--- config.mk ---
export PLATFORM = sky130hd
export DESIGN_NAME = mem_checker_core
export DESIGN_NICKNAME = d
export VERILOG_FILES = /design/src/rtl/mem_checker_core.sv
export SDC_FILE = /design/constraint.sdc
export NUM_CORES = 2
export LEC_CHECK = 0
export ABC_AREA = 0
export CAP_MARGIN = 10
export CORE_ASPECT_RATIO = 1.75
export CORE_MARGIN = 3
export CORE_UTILIZATION = 40
export CTS_CLUSTER_SIZE = 12
export DETAILED_ROUTE_END_ITERATION = 10
export PLACE_DENSITY_LB_ADDON = 0.1
export SETUP_SLACK_MARGIN = 0.5
export SLEW_MARGIN = 5
export SYNTH_ARGS = -nofsm -noshare
export SYNTH_HDL_FRONTEND = slang
export SYNTH_SLANG_ARGS = --single-unit
--- constraint.sdc ---
create_clock -name clk_i -period 84.1 [get_ports clk_i]
set_input_delay 12.615 -clock clk_i [delete_from_list [all_inputs] [get_ports clk_i]]
set_output_delay 12.615 -clock clk_i [all_outputs]
set_load 0.01 [all_outputs]
--- src/rtl/mem_checker_core.sv ---
// mem_checker_core: Avalon-MM write/read-back memory checker.
// Optional stop-on-first-error via MEM_CHECKER_STOP_ON_ERR_EN.
//
// Ports: clk_i/rst_i (async, active-high); start_i and config
// (base_addr_i, length_i, burst_i, mode_i, pattern_i); status
// (busy_o, done_o, pass_o, err_cnt_o, err_addr_o, err_data_o,
// exp_data_o); Avalon-MM burst master (address_o, read_o,
// write_o, writedata_o, burstcount_o, byteenable_o,
// waitrequest_i, readdatavalid_i, readdata_i).
module mem_checker_core #(
  parameter int AMM_DATA_W      = 128,
  parameter int AMM_ADDR_W      = 31,
  parameter int AMM_BURST_W     = 11,
  parameter int MAX_OUTSTANDING = 4,
  parameter int ERR_CNT_W       = 16
) (
  input  logic                   clk_i,
  input  logic                   rst_i,
  input  logic                   start_i,
  input  logic [AMM_ADDR_W-1:0]  base_addr_i,
  input  logic [31:0]            length_i,
  input  logic [AMM_BURST_W-1:0] burst_i,
  input  logic [1:0]             mode_i,
  input  logic [31:0]            pattern_i,
  output logic                   busy_o,
  output logic                   done_o,
  output logic                   pass_o,
  output logic [ERR_CNT_W-1:0]   err_cnt_o,
  output logic [AMM_ADDR_W-1:0]  err_addr_o,
  output logic [AMM_DATA_W-1:0]  err_data_o,
  output logic [AMM_DATA_W-1:0]  exp_data_o,
  output logic [AMM_ADDR_W-1:0]  address_o,
  output logic                   read_o,
  output logic                   write_o,
  output logic [AMM_DATA_W-1:0]  writedata_o,
  output logic [AMM_BURST_W-1:0] burstcount_o,
  output logic [AMM_DATA_W/8-1:0] byteenable_o,
  input  logic                   waitrequest_i,
  input  logic                   readdatavalid_i,
  input  logic [AMM_DATA_W-1:0]  readdata_i
);

  localparam int DATA_B_W = AMM_DATA_W / 8;
  localparam int OW = $clog2(MAX_OUTSTANDING + 1);
  localparam int AW = AMM_ADDR_W;
  localparam int BW = AMM_BURST_W;
  localparam int DW = AMM_DATA_W;

  typedef enum logic [2:0] {
    S_IDLE, S_WRITE, S_READ, S_DRAIN, S_DONE
  } state_t;

  state_t state_q, state_d;

  logic [1:0]    mode_q;
  logic [31:0]   pat_q;
  logic [31:0]   seed_q;
  logic [AW-1:0] base_q;
  logic [31:0]   len_q;
  logic [BW-1:0] burst_q;

  logic [AW-1:0] addr_q;
  logic [BW-1:0] bc_q;
  logic [31:0]   rem_q;
  logic [BW-1:0] beat_q;
  logic [AW-1:0] wa_q;
  logic [31:0]   lfsr_q;

  logic [OW-1:0] osd_q;
  logic          hold_q;
  logic [BW-1:0] rx_cnt_q;
  logic [31:0]   rx_left_q;

  logic          cmp_v_q;
  logic          cmp_mis_q;
  logic [AW-1:0] cmp_addr_q;
  logic [DW-1:0] cmp_rd_q;
  logic [DW-1:0] cmp_exp_q;

  logic [ERR_CNT_W-1:0] err_cnt_q;
  logic [AW-1:0] err_addr_q;
  logic [DW-1:0] err_data_q;
  logic [DW-1:0] exp_data_q;
  logic          pass_q;

  logic [31:0]   pat32;
  logic [DW-1:0] pat_word;
  logic [BW-1:0] burst1;
  logic [31:0]   seed1;
  logic          wr_acc, rd_acc;
  logic          wr_last, rx, rx_last;
  logic          stop_req;
  logic          last_issue;

  function automatic logic [31:0] lfsr_step(
    input logic [31:0] s
  );
    lfsr_step = s[0] ? ((s >> 1) ^ 32'h8020_0003)
                     : (s >> 1);
  endfunction

  function automatic logic [BW-1:0] bmin(
    input logic [31:0]   r,
    input logic [BW-1:0] b
  );
    bmin = (r < 32'(b)) ? r[BW-1:0] : b;
  endfunction

  assign burst1 = (burst_i == '0) ? BW'(1) : burst_i;
  assign seed1  = (pattern_i == '0) ? 32'h1 : pattern_i;

  always_comb begin
    pat32 = pat_q;
    unique case (mode_q)
      2'd0: pat32 = pat_q;
      2'd1: pat32 = 32'(wa_q);
      2'd2: pat32 = lfsr_q;
      2'd3: pat32 = ~32'(wa_q);
    endcase
  end

  assign pat_word = {(DW/32){pat32}};

`ifdef MEM_CHECKER_STOP_ON_ERR_EN
  assign stop_req = (err_cnt_q != '0) ||
                    (cmp_v_q && cmp_mis_q);
`else
  assign stop_req = 1'b0;
`endif

  // read_o must stay up once raised until accepted
  always_comb begin
    write_o = (state_q == S_WRITE);
    read_o  = (state_q == S_READ) &&
              (hold_q ||
               ((osd_q < OW'(MAX_OUTSTANDING)) &&
                !stop_req));
  end

  assign wr_acc  = write_o && !waitrequest_i;
  assign rd_acc  = read_o && !waitrequest_i;
  assign wr_last = wr_acc && (beat_q == bc_q - BW'(1));
  assign last_issue = (rem_q == 32'(bc_q));
  assign rx = readdatavalid_i && (osd_q != '0) &&
              ((state_q == S_READ) ||
               (state_q == S_DRAIN));
  assign rx_last = rx && (rx_cnt_q == BW'(1));

  always_comb begin
    state_d = state_q;
    unique case (state_q)
      S_IDLE:
        if (start_i)
          state_d = (length_i == '0) ? S_DONE : S_WRITE;
      S_WRITE:
        if (wr_last && last_issue)
          state_d = S_READ;
      S_READ:
        if (rd_acc && last_issue)
          state_d = S_DRAIN;
        else if (stop_req && !read_o)
          state_d = S_DRAIN;
      S_DRAIN:
        if (osd_q == '0 && !cmp_v_q)
          state_d = S_DONE;
      S_DONE:
        state_d = S_IDLE;
      default:
        state_d = S_IDLE;
    endcase
  end

  always_ff @(posedge clk_i or posedge rst_i) begin
    if (rst_i) begin
      state_q    <= S_IDLE;
      mode_q     <= '0;
      pat_q      <= '0;
      seed_q     <= '0;
      base_q     <= '0;
      len_q      <= '0;
      burst_q    <= '0;
      addr_q     <= '0;
      bc_q       <= '0;
      rem_q      <= '0;
      beat_q     <= '0;
      wa_q       <= '0;
      lfsr_q     <= '0;
      osd_q      <= '0;
      hold_q     <= 1'b0;
      rx_cnt_q   <= '0;
      rx_left_q  <= '0;
      cmp_v_q    <= 1'b0;
      cmp_mis_q  <= 1'b0;
      cmp_addr_q <= '0;
      cmp_rd_q   <= '0;
      cmp_exp_q  <= '0;
      err_cnt_q  <= '0;
      err_addr_q <= '0;
      err_data_q <= '0;
      exp_data_q <= '0;
      pass_q     <= 1'b0;
    end else begin
      state_q <= state_d;
      hold_q  <= read_o && waitrequest_i;
      cmp_v_q <= rx;

      if (state_q == S_IDLE && start_i) begin
        mode_q     <= mode_i;
        pat_q      <= pattern_i;
        seed_q     <= seed1;
        base_q     <= base_addr_i;
        len_q      <= length_i;
        burst_q    <= burst1;
        addr_q     <= base_addr_i;
        rem_q      <= length_i;
        bc_q       <= bmin(length_i, burst1);
        beat_q     <= '0;
        wa_q       <= base_addr_i;
        lfsr_q     <= seed1;
        osd_q      <= '0;
        err_cnt_q  <= '0;
        err_addr_q <= '0;
        err_data_q <= '0;
        exp_data_q <= '0;
        pass_q     <= (length_i == '0);
      end

      if (wr_acc) begin
        wa_q   <= wa_q + AW'(1);
        lfsr_q <= lfsr_step(lfsr_q);
        beat_q <= beat_q + BW'(1);
        if (wr_last) begin
          beat_q <= '0;
          if (last_issue) begin
            // read phase replays the sequence
            addr_q    <= base_q;
            rem_q     <= len_q;
            bc_q      <= bmin(len_q, burst_q);
            wa_q      <= base_q;
            lfsr_q    <= seed_q;
            rx_left_q <= len_q;
            rx_cnt_q  <= bmin(len_q, burst_q);
          end else begin
            addr_q <= addr_q + AW'(bc_q);
            rem_q  <= rem_q - 32'(bc_q);
            bc_q   <= bmin(rem_q - 32'(bc_q), burst_q);
          end
        end
      end

      if (rd_acc) begin
        addr_q <= addr_q + AW'(bc_q);
        rem_q  <= rem_q - 32'(bc_q);
        bc_q   <= bmin(rem_q - 32'(bc_q), burst_q);
      end

      if (rx) begin
        wa_q       <= wa_q + AW'(1);
        lfsr_q     <= lfsr_step(lfsr_q);
        rx_left_q  <= rx_left_q - 32'd1;
        rx_cnt_q   <= rx_cnt_q - BW'(1);
        if (rx_last)
          rx_cnt_q <= bmin(rx_left_q - 32'd1, burst_q);
        cmp_mis_q  <= (readdata_i != pat_word);
        cmp_addr_q <= wa_q;
        cmp_rd_q   <= readdata_i;
        cmp_exp_q  <= pat_word;
      end

      unique case (1'b1)
        (rd_acc && !rx_last): osd_q <= osd_q + OW'(1);
        (rx_last && !rd_acc): osd_q <= osd_q - OW'(1);
        default: ;
      endcase

      if (cmp_v_q && cmp_mis_q) begin
        if (err_cnt_q != '1)
          err_cnt_q <= err_cnt_q + ERR_CNT_W'(1);
        if (err_cnt_q == '0) begin
          err_addr_q <= cmp_addr_q;
          err_data_q <= cmp_rd_q;
          exp_data_q <= cmp_exp_q;
        end
      end

      if (state_q == S_DRAIN && state_d == S_DONE)
        pass_q <= (err_cnt_q == '0);
    end
  end

  assign busy_o       = (state_q != S_IDLE);
  assign done_o       = (state_q == S_DONE);
  assign pass_o       = pass_q;
  assign err_cnt_o    = err_cnt_q;
  assign err_addr_o   = err_addr_q;
  assign err_data_o   = err_data_q;
  assign exp_data_o   = exp_data_q;
  assign address_o    = addr_q;
  assign burstcount_o = bc_q;
  assign writedata_o  = write_o ? pat_word : '0;
  assign byteenable_o = (read_o || write_o) ?
                        {DATA_B_W{1'b1}} : '0;

endmodule

After elaboration in Yosys (flattened, before gate mapping)
Index checks and enable logic that the tools add are counted.
{"block": "word_totals", "mem_bits_rw": 0, "regBits": 931, "mem_count": 0, "wordCells": 166, "mem_bits_ro": 0, "latchBits": 0}
{"block": "op_classes", "mul": 0, "div": 0, "muxes": 69, "n_shift": 0, "n_reduce_logical": 40, "add_sub_neg": 10, "magnitude_cmp": 5, "bitwise_logic": 2, "n_eq_ne": 13}
{"cell": "$mux 128", "n": 7}
{"cell": "$mux 32", "n": 16}
{"cell": "$mux 31", "n": 13}
{"cell": "$mux 11", "n": 18}
{"cell": "$lt 32x11->1", "n": 4}
{"cell": "$ne 128x128->1", "n": 1}
{"cell": "$pmux 32 s4", "n": 1}
{"cell": "$logic_not 32->1", "n": 2}
{"cell": "$mux 16", "n": 4}
{"cell": "$eq 32x11->1", "n": 1}
{"cell": "$not 31->32", "n": 1}
{"cell": "$sub 32x1->32 const B", "n": 1}
{"cell": "$sub 32x11->32", "n": 1}
{"cell": "$add 31x1->31 const B", "n": 1}
{"cell": "$add 31x11->31", "n": 1}
{"cell": "$sub 11x1->11 const B", "n": 2}
{"cell": "$mux 3", "n": 6}
{"cell": "$add 16x1->16 const B", "n": 1}
{"cell": "$logic_and 1x1->1", "n": 16}
{"cell": "$logic_not 16->1", "n": 1}
{"cell": "$ne 16x16->1 const B", "n": 1}
{"cell": "$pmux 3 s4", "n": 1}
{"cell": "$reduce_bool 3->1", "n": 4}
{"cell": "$add 11x1->11 const B", "n": 1}
{"cell": "other kinds (20)", "n": 34}

Depth between registers and ports, before layout
{"block": "depth", "depth_word": 10, "mapped_depth": 19, "depth_no_buf": 19}

Worst setup path after synthesis
Ideal clock, no wire load.
{"block": "synth_path", "path_kind": "input to register", "from": "input port length_i[18]", "to": "register bc_q[2], in the netlist burstcount_o[2]", "slack_ps": 69117, "t_arrival_ps": 14880, "cell_stages": 8, "n_path_buf": 1, "path_cell_list": "or4_1 > nor4_1 > or4b_2 > clkbuf_1 > mux2i_1 > a2bb2oi_1 > a21oi_1 > a221oi_1"}
{"block": "synth_via", "elab_chain_len": 6}
{"element": "start: declaration", "line": "21", "rtl": "input logic [31:0] length_i,"}
{"element": "$lt 32x11->1 *", "line": "106", "rtl": "bmin = (r < 32'(b)) ? r[BW-1:0] : b;"}
{"element": "$mux 11 *", "line": "106"}
{"element": "$mux 11 *", "line": "207", "rtl": "if (state_q == S_IDLE && start_i) begin"}
{"element": "$mux 11", "line": "232", "rtl": "if (wr_last) begin"}
{"element": "$mux 11 *", "line": "228", "rtl": "if (wr_acc) begin"}
{"element": "$mux 11 *", "line": "251", "rtl": "if (rd_acc) begin"}
{"element": "end signal: assignment", "line": "216", "rtl": "bc_q <= bmin(length_i, burst1);"}
{"element": "end signal: assignment", "line": "238", "rtl": "bc_q <= bmin(len_q, burst_q);"}
{"element": "end signal: assignment", "line": "254", "rtl": "bc_q <= bmin(rem_q - 32'(bc_q), burst_q);"}
{"element": "end: declaration", "line": "63", "rtl": "logic [BW-1:0] bc_q;"}
Every way passes the cells marked *; elsewhere a longest branch is shown, timed or not.
A chain may end at the register's enable or synchronous reset.

==> reports/qor.yml <==
drt:
  viasPerCell: 5.83
  ant_nets: 0
  drcViolationCount: 0
  wire_per_inst_microns: 28.9
  routed_wl_microns: 198000
  drtIter0Drc: 3409
  via_count: 40000
  first_pass_iters: 6
global_routing:
  antenna_found_initial: 20
  grt_max_degree: 245
  grt_pass1_wl_microns: 280000
  grt_pass1_vias: 38800
  grt_overflow_total: 0
  grt_usage_pct: 35.0
job:
  maxCapViolCount: 0
synthesis:
  syn_nets: 5253
  synth-edff-count: 0
  synth_area_per_cell_sq_um: 8.62
  syn_area_sq_mm: 0.0426
  synth_cell_types: 85
  synth.area.top_cells: "dfrtp_1 49%, nand2_1 13%, o21ai_0 5.1%"
  synth_ff_type: "dfrtp_1"
  ys_seq_elements: 835
  synth_top_area_cell: "dfrtp_1"
  yosysTopAreaCellShare_pct: 49.1
  async_reset_ff_share_pct: 100
  synthCells: 4937
  yosysWarningCount: 0
  synth_seq_area_share_pct: 49.1
critical_path:
  path_max_fanout: 110
  cp-end-kind: "asynchronous set/reset pin"
  path_cells: "clkdlybuf4s50_1 -> inv_8 -> buf_4 -> buf_4 -> buf_4 -> buf_4 -> buf_4"
  critPathRequiredTime_ns: 84.81
  worstSetupPathType: "primary input to asynchronous set/reset pin"
  slowest_stage: "buf_4"
  crit_top_cell: "buf_4"
  crit_arrival_ns: 17.71
  cpPeakStageDelay_ns: 0.80
  critical_path_buf_inv_count: 7
  cp_top_family: "buffers and inverters"
  startpoint_type: "primary input"
cells_and_area:
  nets: 5760
  final_util_pct: 50.5
  stdcell_area_sq_mm: 0.0531
  layout-drive-gt1-share_pct: 4.57
  instances_no_fill: 6854
  final_cell_mix: "1490 x nand2_1, 833 x dfrtp_1, 734 x clkdlybuf4s50_1"
  area_growth_syn_to_layout_pct: 24.7
  layout_commonest_cell: "nand2_1"
  seq_area_sq_mm: 0.0209
  multi_input_area_sq_mm: 0.0194
  fillers: 10100
timing:
  hold_violations: 0
  slew_headroom_pct: 8.00
  drv_slew: 0
  setup_viol: 0
  fin_crit_sh_pct: 20.2
  setup_slack_ns: 67.10
  fin_crit_ns: 17.00
  worst_pin_slew_ns: 1.38
  rsz0062_at_grt: "no"
  hold-worst-slack_ns: 0.473
  fin_tns_setup_ns: 0
  skew_ns: 0.0273
  fmax_mhz: 58.8
placed_design:
  preCtsSetupSlack_ns: 66.23
  gp_congestion: 0.991
  dpl_cell_area_sq_mm: 0.0504
  place_inst: 6707
  io_buffer_count: 734
  dp_hpwl_microns: 149000
cts:
  h-tree-depth: 3
  root_buffer: "clkbuf_16"
  clk_pin_slew_ns: 0.06
  cts_hold_buf: 0
  cts_resized: 0
  postCtsSetupBuffers: 0
  max-clock-path-buffers: 3
  cts_tree: "built"
  cts_buffers: 86
  clock_latency_ns: 0.70
  cts.sinks: 835
floorplanning:
  rows: 157
  dieArea_sq_mm: 0.110
  die_w_microns: 253
  start_util_pct: 40.5
  fp.coreArea_sq_mm: 0.105
  boundaryPins: 735
  die_height_microns: 437
power_and_ir_drop:
  powerDensity_mw_per_mm2: 27.2
  vdd_ir_drop_max_uv: 17.2
  leakage_nw: 24.3
  p_total_mw: 1.44
run_status:
  outcome: "finished, final reports clean"
min_path:
  hp-class: "flip-flop to flip-flop"
==> sequential cells by signal, summed over array words and instances, names as in the netlist, 2 cells and up <==
register and flops:
cmp_rd_q 128, err_data_o 128, exp_data_o 128, cmp_exp_q 32
len_q 32, lfsr_q 32, pat_q 32, rem_q 32
rx_left_q 32, seed_q 32, address_o 31, base_q 31
cmp_addr_q 31, err_addr_o 31, wa_q 31, err_cnt_o 16
beat_q 11, burst_q 11, burstcount_o 11, rx_cnt_q 11
osd_q 3, state_q 3, mode_q 2
==> area by class of cell <==
cell class,instances,area share (%)
timing repair buffer,823,15.2
tap,1351,3.19
clock inverter,15,0.361
sequential,835,39.4
antenna,14,0.0660
inverter,94,0.693
multi-input combinational,3604,36.6
clock buffer,118,4.49
==> final timing paths <==
| kind | endpoint | slack, ns | startpoint | cells past startpoint |
|---|---|---|---|---|
| min in group asynchronous | exp_data_o[4]$_DFF_PP0_ | 12.46 | rst_i | 2 |
| max in group clk_i | writedata_o[110] | 67.59 | mode_q[0]$_DFFE_PP0P_ | 4 |
| setup reg to reg | burstcount_o[8]$_DFF_PP0_ | 78.93 | burstcount_o[1]$_DFF_PP0_ | 17 |
| setup / recovery | cmp_addr_q[1]$_DFFE_PP0P_ | 67.10 | rst_i | 7 |
| hold reg to reg | seed_q[3]$_DFFE_PP0P_ | 0.47 | seed_q[3]$_DFFE_PP0P_ | 2 |
| hold / removal | seed_q[3]$_DFFE_PP0P_ | 0.47 | seed_q[3]$_DFFE_PP0P_ | 2 |
==> synth_stat cells (10+ instances only) <==
master    count
and3_1       48
ha_1         72
dfrtp_1     835
buf_2        15
a21o_1       17
nor2_1      206
clkbuf_1    258
nor3_1       58
a22o_1      134
and2_1       28
nand2b_1     12
or4_1        12
buf_1        15
o21ai_0     431
nand4_1      50
a32o_1       16
inv_1        93
mux2i_1      56
xor2_1       82
nor2b_1      14
nor4_1       58
o31ai_1      24
nand3_1     130
o22ai_1      61
a21oi_1     222
o21a_1       11
a211oi_1     10
a22oi_1      21
xnor2_1      86
o21ai_1      15
a31oi_1      43
nand2_1    1491
o211ai_1     32
or3_1        17
buf_4       114
==> logic make-up (layout without fill, tap and decap cells) <==
logic type / Yosys count / after routing / synth area share [%]
multiplexers: 56 / 56 / 1.32
AO/OA/AOI/OAI: 1117 / 1117 / 16.2
buffers and inverters: 498 / 1050 / 5.48
XOR/XNOR: 168 / 168 / 3.46
adder cells (fa/ha/maj): 75 / 75 / 2.26
flip-flops: 835 / 835 / 49.1
other: 0 / 14 / 0
AND/OR/NAND/NOR: 2188 / 2188 / 22.1
==> worst min-delay path: stages, from the launching register on <==
cell	delay (ns)
dfrtp_1	0.34
nand2_1	0.05
nand2_1	0.06
==> layer usage <==
layer	wire length [microns]	vias up	track usage [%]	part of all wire [%]
met5	87	-	0	0.044
met3	14000	503	6.84	7.1
met4	16200	12	24.9	8.2
met2	102000	1777	62.4	51
li1	-	17900	-	-
met1	66300	19800	36.6	33
==> power by group <==
| part | internal [mW] | switching, mW | total (mW) |
|---|---|---|---|
| sequential | 0.453 | 0.0818 | 0.535 |
| combinational | 0.221 | 0.310 | 0.531 |
| clock | 0.204 | 0.172 | 0.375 |
| total | 0.877 | 0.563 | 1.44 |
Power figures use the tool's default switching activity.
